### config.mk
export PLATFORM = sky130hd
export DESIGN_NAME = mantissa_normalize_sequencer_flat
export DESIGN_NICKNAME = d
export VERILOG_FILES = /design/src/rtl/mantissa_normalize_sequencer_if.sv /design/src/rtl/mantissa_normalize_sequencer.sv /design/src/flat_wrapper.sv
export SDC_FILE = /design/constraint.sdc
export NUM_CORES = 1
export LEC_CHECK = 0
export BUFFER_PORTS_ARGS = -buffer_cell sky130_fd_sc_hd__buf_2
export CORE_ASPECT_RATIO = 1.4
export CORE_MARGIN = 5
export CORE_UTILIZATION = 49
export CTS_CLUSTER_SIZE = 30
export DETAILED_ROUTE_END_ITERATION = 7
export PLACE_DENSITY = 0.8
export SLEW_MARGIN = 20
export SYNTH_ARGS = -nofsm -noshare
export SYNTH_HDL_FRONTEND = slang
export SYNTH_SLANG_ARGS = --single-unit
### constraint.sdc
create_clock -name clk -period 2.7 [get_ports clk]
set_input_delay 0.54 -clock clk [delete_from_list [all_inputs] [get_ports clk]]
set_output_delay 0.54 -clock clk [all_outputs]
set_load 0.1 [all_outputs]
### src/rtl/mantissa_normalize_sequencer_if.sv
// Handshake bundle for the mantissa normalize sequencer.
// Producer side (in_*) and consumer side (out_*) share one interface.
interface mantissa_normalize_sequencer_if #(
  parameter int MANT_W  = 54,
  parameter int EXP_W   = 11,
  parameter int SHIFT_W = 6
);
  logic               in_valid;
  logic               in_ready;
  logic [MANT_W-1:0]  in_mantissa;
  logic [EXP_W-1:0]   in_exponent;
  logic               out_valid;
  logic               out_ready;
  logic [MANT_W-1:0]  out_mantissa;
  logic [EXP_W-1:0]   out_exponent;
  logic [SHIFT_W-1:0] out_shift;
  logic               out_zero;
  logic               out_underflow;
  logic               busy;

  modport master (
    output in_valid, in_mantissa, in_exponent, out_ready,
    input  in_ready, out_valid, out_mantissa, out_exponent,
    input  out_shift, out_zero, out_underflow, busy
  );

  modport slave (
    input  in_valid, in_mantissa, in_exponent, out_ready,
    output in_ready, out_valid, out_mantissa, out_exponent,
    output out_shift, out_zero, out_underflow, busy
  );
endinterface

### src/rtl/mantissa_normalize_sequencer.sv
// Iterative nibble normalizer: one 4-bit left shift per cycle.
// Define NORM_FINE_SHIFT_EN to add a final 0..3 bit fine shift.
module mantissa_normalize_sequencer #(
  parameter int MANT_W  = 54,
  parameter int EXP_W   = 11,
  parameter int SHIFT_W = 6
) (
  input logic clk,
  input logic rst,
  mantissa_normalize_sequencer_if.slave bus
);

`ifdef NORM_FINE_SHIFT_EN
  typedef enum logic [1:0] {
    S_IDLE, S_SHIFT, S_FINE, S_DONE
  } state_t;
`else
  typedef enum logic [1:0] {
    S_IDLE, S_SHIFT, S_DONE
  } state_t;
`endif

  state_t             r_state;
  logic [MANT_W-1:0]  r_mant;
  logic [EXP_W-1:0]   r_exp;
  logic [SHIFT_W-1:0] r_shift;
  logic               r_zero;
  logic               r_uf;
  logic               r_valid;

  logic [3:0] w_top;
  assign w_top = r_mant[MANT_W-1 -: 4];

`ifdef NORM_FINE_SHIFT_EN
  logic [1:0] w_lz;
  always_comb begin
    w_lz = 2'd3;
    unique case (1'b1)
      w_top[3]: w_lz = 2'd0;
      w_top[2]: w_lz = 2'd1;
      w_top[1]: w_lz = 2'd2;
      default:  w_lz = 2'd3;
    endcase
  end
`endif

  always_ff @(posedge clk or posedge rst) begin
    if (rst) begin
      r_state <= S_IDLE;
      r_mant  <= '0;
      r_exp   <= '0;
      r_shift <= '0;
      r_zero  <= 1'b0;
      r_uf    <= 1'b0;
      r_valid <= 1'b0;
    end else begin
      unique case (r_state)
        S_IDLE: begin
          if (bus.in_valid) begin
            r_shift <= '0;
            r_uf    <= 1'b0;
            if (bus.in_mantissa == '0) begin
              r_mant  <= '0;
              r_exp   <= '0;
              r_zero  <= 1'b1;
              r_valid <= 1'b1;
              r_state <= S_DONE;
            end else begin
              r_mant  <= bus.in_mantissa;
              r_exp   <= bus.in_exponent;
              r_zero  <= 1'b0;
              r_state <= S_SHIFT;
            end
          end
        end
        S_SHIFT: begin
          if (w_top != 4'd0) begin
`ifdef NORM_FINE_SHIFT_EN
            r_state <= S_FINE;
`else
            r_valid <= 1'b1;
            r_state <= S_DONE;
`endif
          end else if (r_exp < EXP_W'(4)) begin
            // keep the partially normalized value
            r_uf    <= 1'b1;
            r_valid <= 1'b1;
            r_state <= S_DONE;
          end else begin
            r_mant  <= {r_mant[MANT_W-5:0], 4'b0000};
            r_exp   <= r_exp - EXP_W'(4);
            r_shift <= r_shift + SHIFT_W'(4);
          end
        end
`ifdef NORM_FINE_SHIFT_EN
        S_FINE: begin
          if (r_exp >= EXP_W'(w_lz)) begin
            r_mant  <= r_mant << w_lz;
            r_exp   <= r_exp - EXP_W'(w_lz);
            r_shift <= r_shift + SHIFT_W'(w_lz);
          end else begin
            r_uf <= 1'b1;
          end
          r_valid <= 1'b1;
          r_state <= S_DONE;
        end
`endif
        S_DONE: begin
          if (bus.out_ready) begin
            r_valid <= 1'b0;
            r_state <= S_IDLE;
          end
        end
        default: r_state <= S_IDLE;
      endcase
    end
  end

  assign bus.in_ready      = (r_state == S_IDLE) && !rst;
  assign bus.busy          = (r_state != S_IDLE);
  assign bus.out_valid     = r_valid;
  assign bus.out_mantissa  = r_mant;
  assign bus.out_exponent  = r_exp;
  assign bus.out_shift     = r_shift;
  assign bus.out_zero      = r_zero;
  assign bus.out_underflow = r_uf;

endmodule

### src/flat_wrapper.sv
// flat-port wrapper written by rule: the top's interface ports become plain ports
module mantissa_normalize_sequencer_flat 
#(
  parameter int MANT_W  = 54,
  parameter int EXP_W   = 11,
  parameter int SHIFT_W = 6
)
  (clk, rst, bus_in_valid, bus_in_mantissa, bus_in_exponent, bus_out_ready, bus_in_ready, bus_out_valid, bus_out_mantissa, bus_out_exponent, bus_out_shift, bus_out_zero, bus_out_underflow, bus_busy);
  mantissa_normalize_sequencer_if #(.MANT_W(MANT_W), .EXP_W(EXP_W), .SHIFT_W(SHIFT_W)) bus_i ();
  input logic clk;
  input logic rst;
  input wire logic [$bits(bus_i.in_valid)-1:0] bus_in_valid;
  input wire logic [$bits(bus_i.in_mantissa)-1:0] bus_in_mantissa;
  input wire logic [$bits(bus_i.in_exponent)-1:0] bus_in_exponent;
  input wire logic [$bits(bus_i.out_ready)-1:0] bus_out_ready;
  output wire logic [$bits(bus_i.in_ready)-1:0] bus_in_ready;
  output wire logic [$bits(bus_i.out_valid)-1:0] bus_out_valid;
  output wire logic [$bits(bus_i.out_mantissa)-1:0] bus_out_mantissa;
  output wire logic [$bits(bus_i.out_exponent)-1:0] bus_out_exponent;
  output wire logic [$bits(bus_i.out_shift)-1:0] bus_out_shift;
  output wire logic [$bits(bus_i.out_zero)-1:0] bus_out_zero;
  output wire logic [$bits(bus_i.out_underflow)-1:0] bus_out_underflow;
  output wire logic [$bits(bus_i.busy)-1:0] bus_busy;
  assign bus_i.in_valid = bus_in_valid;
  assign bus_i.in_mantissa = bus_in_mantissa;
  assign bus_i.in_exponent = bus_in_exponent;
  assign bus_i.out_ready = bus_out_ready;
  assign bus_in_ready = bus_i.in_ready;
  assign bus_out_valid = bus_i.out_valid;
  assign bus_out_mantissa = bus_i.out_mantissa;
  assign bus_out_exponent = bus_i.out_exponent;
  assign bus_out_shift = bus_i.out_shift;
  assign bus_out_zero = bus_i.out_zero;
  assign bus_out_underflow = bus_i.out_underflow;
  assign bus_busy = bus_i.busy;
  mantissa_normalize_sequencer #(.MANT_W(MANT_W), .EXP_W(EXP_W), .SHIFT_W(SHIFT_W)) u_core (.clk(clk), .rst(rst), .bus(bus_i));
endmodule
Yosys cells after proc, flatten, opt, wreduce, memory -nomap -nowiden

Cells that the tools add are included.

Output and inout port bits: 76
ROM bits: 0
Logic and storage cells: 62
Memories: 0
Latch bits: 0
Memory bits (writable): 0
Register bits: 76

Bitwise logic cells: 0
Eq/ne operators: 9
Shifts and indexed selects: 0
Multipliers: 0
Div/mod/pow operators: 0
Add/subtract/negate cells: 2
Reductions and logical operators: 13
Muxes and demuxes: 30
Magnitude comparators: 1

Operator list:

| cell                  | count |
|---|---|
| $mux 54               | 4 |
| $pmux 54 s2           | 1 |
| $logic_not 54->1      | 1 |
| $mux 11               | 4 |
| $pmux 11 s2           | 1 |
| $mux 6                | 3 |
| $pmux 6 s2            | 1 |
| $lt 11x3->1 const B   | 1 |
| $sub 11x3->11 const B | 1 |
| $mux 2                | 5 |
| $mux 1                | 8 |
| $ne 2x2->1 const B    | 4 |
| $reduce_and 4->1      | 2 |
| $add 6x3->6 const B   | 1 |
| $pmux 2 s3            | 1 |
| $reduce_and 5->1      | 1 |
| $ne 2x1->1 const B    | 2 |
| $reduce_bool 2->1     | 2 |
| $reduce_bool 4->1     | 1 |
| $ne 3x1->1 const B    | 1 |
| $pmux 1 s3            | 1 |
| $reduce_and 3->1      | 1 |
| $reduce_bool 3->1     | 1 |
| $eq 2x1->1 const B    | 1 |
| 6 further kinds       | 6 |

Logic depth before layout (Yosys ltp)

Gate-level depths: netlist of run 1.

Depth after elaboration: 4
Depth in mapped cells: 8
Mapped depth without buffers: 7

Worst setup path after synthesis of run 1

Ideal clock, no wire load.

Path kind: reg2out
From: reg u_core.r_state[0]
To: out bus_in_ready
Cell stages (with the launch flop): 4
Path buffers: 0
Setup slack: -172 ps
Arrival time: 2332 ps
Cell sequence: dfrtp_1 > nor2_1 > inv_1 > nor2_1

Cells in the longest elaborated chain, start to end: 2

RTL lines:

| element                | RTL line                            | source |
|---|---|---|
| start, declared        | mantissa_normalize_sequencer.sv:23  | `state_t r_state;` |
| start signal, assigned | mantissa_normalize_sequencer.sv:49  | `r_state <= S_IDLE;` |
| start signal, assigned | mantissa_normalize_sequencer.sv:67  | `r_state <= S_DONE;` |
| start signal, assigned | mantissa_normalize_sequencer.sv:72  | `r_state <= S_SHIFT;` |
| $logic_not 2->1        | mantissa_normalize_sequencer.sv:119 | `assign bus.in_ready = (r_state == S_IDLE) && !rst;` |
| $logic_and 1x1->1      | mantissa_normalize_sequencer.sv:119 |  |
| end, declared          | flat_wrapper.sv:16                  | `output wire logic [$bits(bus_i.in_ready)-1:0] bus_in_ready;` |

No other way between the ends.

Final worst setup path of run 1

From: reg u_core.r_exp[7] (netlist: u_core.bus.out_exponent[7])
To: reg u_core.r_valid (netlist: u_core.bus.out_valid)

Cells in the longest elaborated chain, start to end: 3

RTL lines:

| element                           | RTL line                            | source |
|---|---|---|
| start, declared                   | mantissa_normalize_sequencer.sv:25  | `logic [EXP_W-1:0] r_exp;` |
| start signal, assigned            | mantissa_normalize_sequencer.sv:70  | `r_exp <= bus.in_exponent;` |
| start signal, assigned            | mantissa_normalize_sequencer.sv:91  | `r_exp <= r_exp - EXP_W'(4);` |
| $lt 11x3->1                       | mantissa_normalize_sequencer.sv:84  | `end else if (r_exp < EXP_W'(4)) begin` |
| $ne 3x1->1 (no source line)       | -                                   |  |
| $reduce_and 5->1 (no source line) | -                                   |  |
| end signal, assigned              | mantissa_normalize_sequencer.sv:81  | `r_valid <= 1'b1;` |
| end signal, assigned              | mantissa_normalize_sequencer.sv:87  | `r_valid <= 1'b1;` |
| end signal, assigned              | mantissa_normalize_sequencer.sv:110 | `r_valid <= 1'b0;` |
| end, declared                     | mantissa_normalize_sequencer.sv:29  | `logic r_valid;` |

No other way between the ends.
A chain may end at the register's enable or synchronous reset.

==> flow_summary_export.csv, run 1 <==
group,metric,value,unit
global_route,grt_max_degree,51,
floorplanning,initial_core_util,50.0,%
synthesis,synth_async_sr_flop_share,100,%
clocking,cts_hold_buf,0,
setup_path,path_class,"flop to flop",
synthesis,synth_top_cell_by_area,"dfrtp_1",
final_layout,antennaDiodeCount,0,
synthesis,yosysSeqAreaShare,50.3,%
synthesis,yosysWarnings,0,
min_path,hp-class,"primary input to async pin",
setup_path,cp_num_buf_inv,1,
sta,rsz0062_at_grt,"false",
sta,post-route-period-util,81.9,%
setup_path,cp.required,2980,ps
setup_path,crit_family,"simple AND/OR/NAND/NOR gates",
synthesis,synth_area_leaders,"dfrtp_1, mux2i_1, o21ai_0, nand2_1, nor4_1",
clocking,cts_tree,"done",
detailed_routing,ant_nets,0,
sta,maxSlewViolCount,0,
detailed_routing,vias,3277,
global_route,grt_pass1_vias,3458,
clocking,clock_sinks,74,
synthesis,synth_top_area_share,50.3,%
final_layout,fillers,639,
clocking,post_cts.repair.setup_buffers,0,
global_route,grt_pass1_wl,17300,µm
setup_path,critPathMaxStageDelay,470,ps
global_route,track_usage,23.2,%
floorplanning,io-pin-count,145,
synthesis,synthSimpleGateAreaFrac,16.7,%
detailed_routing,route.detailed.drc,0,
synthesis,ys_ff_latch,74,
setup_path,worstPathArrival,2490,ps
detailed_routing,wl_per_cell,17.2,µm
clocking,cts_buffer_depth,2,
synthesis,synth-compound-area-share,15.4,%
synthesis,synth-main-ff-cell,"dfrtp_1",
clocking,root_buffer,"clkbuf_8",
synthesis,synth-adder-area-share,0.680,%
outcome,run_status,"finished, final reports clean",
sta,skew,11.0,ps
floorplanning,die_y,113,µm
clocking,h-tree-depth,3,
sta,relSlewSlack,67.0,%
floorplanning,fp.coreArea,7360,µm²
setup_path,critPathLaunchType,"flop",
sta,worst_pin_slew,490,ps
final_layout,drive_gt1_share,35.3,%
sta,layout_min_cycle_time,2210,ps
run,timing.max_cap.violations,0,
clocking,numCtsBuffers,9,
sta,hold_violations,0,
synthesis,synthMuxAreaShare,12.5,%
sta,tns,0,ps
floorplanning,dieWidth,83.2,µm
clocking,cts_resized,0,
sta,timing.fmax,0.452,GHz
synthesis,synth_xor_area_share,0.476,%
synthesis,synth-edff-count,0,
detailed_routing,routed_via_density,5.37,
floorplanning,rows,37,
clocking,path_clk_slew,80,ps
detailed_routing,first_pass_iters,6,
clocking,insertion_delay,360,ps
placement,dp.final_hpwl,8080,µm
final_layout,final_nets,580,
synthesis,yosys.cell_types.count,47,
sta,setup_slack,487,ps
setup_path,path_max_fanout,50,
placement,place_congestion,0.877,
setup_path,end_kind,"flop",
sta,setup_violations,0,
setup_path,worst_path_max_delay_cell,"dfrtp_1",
placement,portBuffers,142,
synthesis,synth_top_family_by_area,"simple AND/OR/NAND/NOR gates",
synthesis,postSynthCellCount,371,
placement,place_ws,258,ps
synthesis,syn_avg_cell_area,9.92,µm²
detailed_routing,drt_wl_total,10500,µm
detailed_routing,drtIter0Drc,189,
synthesis,syn-cell-area,3680,µm²
setup_path,crit_chain,"nor4_4 -> nand4b_1 -> nand2_2 -> buf_4 -> o31ai_1 -> a21oi_1",
final_layout,area_delta_synth_final,27.0,%
global_route,antenna_found_initial,0,
global_route,overflow,0,
floorplanning,die_area,9370,µm²
==> metal layers <==
| metal | GRT usage (%) | wire length, µm | up-vias |
|---|---|---|---|
| met5 | 0 | 0 | - |
| met4 | 11.7 | 225 | 0 |
| met3 | 5.07 | 707 | 17 |
| met2 | 41.1 | 5530 | 139 |
| met1 | 26.0 | 4040 | 1524 |
| li1 | - | - | 1597 |
==> cell type report <==
class,instances,area (µm²),share of cell area (%)
Sequential cell,74,1850,39.6
Tap cell,97,121,2.60
Timing Repair Buffer,150,783,16.8
Inverter,7,26.3,0.562
Multi-Input combinational cell,267,1700,36.5
Clock inverter,3,40.0,0.857
Clock buffer,12,145,3.11
==> placed cells by master, fill, tap and decap left out, types with 3 or more instances in the layout <==
cell / instances
buf_2: 142
dfrtp_1: 74
nand2_1: 69
o21ai_0: 54
mux2i_1: 46
nor2_1: 13
nor4_1: 13
clkbuf_8: 10
buf_4: 7
inv_1: 6
a22o_1: 5
a21oi_1: 5
a31oi_1: 5
nor4_2: 3
nand3_1: 3
nand4_1: 3
nor3_1: 3
a21boi_0: 3
o211ai_1: 3
==> Yosys cell counts (2+ instances only) <==
| cell type | count |
|---|---|
| dfrtp_1 | 74 |
| nand2_1 | 69 |
| o21ai_0 | 54 |
| mux2i_1 | 46 |
| nor2_1 | 14 |
| nor4_1 | 13 |
| buf_2 | 10 |
| clkbuf_1 | 10 |
| inv_1 | 7 |
| a21oi_1 | 5 |
| a22o_1 | 5 |
| a31oi_1 | 5 |
| a21boi_0 | 3 |
| buf_4 | 3 |
| nand3_1 | 3 |
| nand4_1 | 3 |
| nor3_1 | 3 |
| nor4_2 | 3 |
| o211ai_1 | 3 |
| a21o_2 | 2 |
| a221o_1 | 2 |
| a221o_2 | 2 |
| and2_1 | 2 |
| ha_1 | 2 |
| nor2b_1 | 2 |
| nor4_4 | 2 |
| o21a_1 | 2 |
| o31ai_1 | 2 |
| xor2_1 | 2 |
==> worst paths after layout <==
path | startpoint | end | slack, ps | depth (start not counted)
setup / recovery | u_core.bus.out_exponent[7] | u_core.bus.out_valid | 490 | 6
hold / removal | rst | u_core.r_state[0] | 190 | 2
setup reg to reg | u_core.bus.out_exponent[7] | u_core.bus.out_valid | 490 | 6
hold reg to reg | u_core.bus.out_zero | u_core.bus.out_zero | 490 | 2
max in group asynchronous | rst | u_core.bus.out_mantissa[32] | 1820 | 3
min in group clk | bus_in_exponent[4] | u_core.bus.out_exponent[4] | 390 | 2
==> sequential cells by signal, summed over array words and instances, names as in the netlist <==
signal,cells
u_core.bus.out_mantissa,54
u_core.bus.out_exponent,11
u_core.bus.out_shift,4
u_core.r_state,2
u_core.bus.out_underflow,1
u_core.bus.out_valid,1
u_core.bus.out_zero,1
==> stage by stage <==
stage               util (%)  instance area, µm²  instances  hold WS, ps
floorplan                  -                3690        372          581
global placement        61.0                4490        595          461
detailed placement      61.0                4490        595          475
CTS                     63.5                4670        610          188
global route            63.5                4670        610          229
finish                  63.5                4670        610          189
==> cell families after synthesis <==
logic type,count (synthesis)
buf+inv,31
xor+xnor,2
simple gates,123
other cells,1
compound gates,92
mux,46
flops,74
fa+ha+maj,2
Power of run 1 is not shown: default switching activity piles up to over one toggle a cycle in this logic, so the estimate is an artifact.
==> run 2: changes to the inputs <==
Settings changed: CORE_UTILIZATION 49 to 44, PLACE_DENSITY 0.8 to 0.76.
Clock period 2.7 ns to 2 ns, I/O delays scaled along.
==> flow_summary_export.csv, run 2 (synthesis gave the netlist of run 1 again) <==
group,metric,value,unit
outcome,run_status,"finished, final reports clean",
detailed_routing,route.detailed.drc,0,
sta,hold_violations,0,
sta,whs,178,ps
floorplanning,fp.coreArea,8150,µm²
floorplanning,die_area,10300,µm²
min_path,hp-class,"primary input to async pin",
run,timing.max_cap.violations,0,
clocking,numCtsBuffers,9,
clocking,root_buffer,"clkbuf_16",
detailed_routing,routed_via_density,5.50,
sta,tns,0,ps
setup_path,setup.worst_path.start,"u_core.r_state[1]",
floorplanning,initial_core_util,45.2,%
clocking,clock_sinks,74,
sta,setup_violations,0,
final_layout,final_common_cell,"buf_2",
global_route,track_usage,22.3,%
setup_path,path_class,"flop to primary output",
detailed_routing,first_pass_iters,5,
floorplanning,die_y,118,µm
setup_path,reg2reg_from,"u_core.bus.out_mantissa[51]",
floorplanning,rows,39,
global_route,grt_pass1_vias,3686,
sta,skew,7.71,ps
setup_path,reg2reg_to,"u_core.bus.out_exponent[4]",
clocking,cts_buffer_depth,2,
placement,portBuffers,142,
global_route,grt_max_degree,75,
setup_path,worst_path_max_delay_cell,"dfrtp_1",
setup_path,cp.required,1600,ps
placement,place_congestion,0.878,
setup_path,critPathLaunchType,"flop",
setup_path,end_kind,"primary output",
detailed_routing,ant_nets,0,
sta,post-route-period-util,97.3,%
clocking,path_clk_slew,60,ps
detailed_routing,vias,3571,
floorplanning,dieWidth,87.3,µm
placement,dp.final_hpwl,8640,µm
sta,timing.fmax,0.514,GHz
setup_path,critPathMaxStageDelay,440,ps
sta,layout_min_cycle_time,1950,ps
detailed_routing,drt_wl_total,11400,µm
sta,maxSlewViolCount,0,
clocking,h-tree-depth,3,
global_route,overflow,0,
final_layout,layout_common_cells,"buf_2, nand2_1, dfrtp_1",
global_route,antenna_found_initial,1,
clocking,insertion_delay,330,ps
final_layout,drive_gt1_share,41.9,%
final_layout,largest_reg_flops,54,
final_layout,antennaDiodeCount,0,
final_layout,area_delta_synth_final,39.2,%
setup_path,worstPathArrival,1550,ps
setup_path,worstSetupEndpoint,"bus_in_ready",
detailed_routing,wl_per_cell,17.5,µm
clocking,cts_hold_buf,0,
setup_path,path_max_fanout,5,
floorplanning,io-pin-count,145,
global_route,grt_pass1_wl,18100,µm
setup_path,ff2ff_setup_slack,60,ps
detailed_routing,drtIter0Drc,190,
setup_path,crit_chain,"nor2_1 -> inv_1 -> nor2_2 -> buf_2",
setup_path,rr_worst_depth,6,
clocking,cts_tree,"done",
final_layout,final_nets,613,
## run 2: final cells by class
| type | count | area (µm²) |
|---|---|---|
| fill | 692 | 3030 |
| sequential | 74 | 1880 |
| multi-input combinational | 267 | 1720 |
| timing repair buffer | 183 | 1060 |
| clock buffer | 11 | 253 |
| tap | 102 | 128 |
| clock inverter | 5 | 52.6 |
| inverter | 7 | 30.0 |
## run 2: layer usage
metal  up-vias  global-route usage [%]  wire, µm
met5         -                       0        11
met4         2                    9.50       328
met3        28                    5.85       981
met2       169                    37.2      5790
met1      1698                    26.7      4260
li1       1674                       -         -
## run 2: worst min-delay path by stage
stage | from | end | cells past startpoint
after floorplan | bus_in_exponent[4] | u_core.bus.out_exponent[4] | 1
after global placement | u_core.bus.out_zero | u_core.bus.out_zero | 2
after detailed placement | u_core.bus.out_zero | u_core.bus.out_zero | 2
after CTS | rst | u_core.bus.out_shift[5] | 3
after global routing | rst | u_core.bus.out_shift[5] | 3
final | rst | u_core.bus.out_exponent[10] | 3
## run 2: worst max-delay path: cells and delay by family (launching register included)
kind,cells,cell delay (ps)
flip-flops,1,440
buffers and inverters,2,500
AND/OR/NAND/NOR,2,260
## run 2: stage by stage
stage	utilization (%)	std cells	instance area [µm²]	setup slack (ps)
floorplan	-	372	3740	-269
global placement	58.7	629	4780	-258
detailed placement	58.7	629	4780	-336
CTS	62.5	645	5090	9.15
global route	62.9	649	5120	-1.11
finish	62.9	649	5120	54.3
## run 2: timing repair
| action | 4_1_cts | 5_1_grt |
|---|---|---|
| gates resized for setup | 0 | 1 |
| setup buffers | 0 | 4 |
| setup endpoints to repair | 0 | 14 |
Power of run 2 is left out for the same reason.
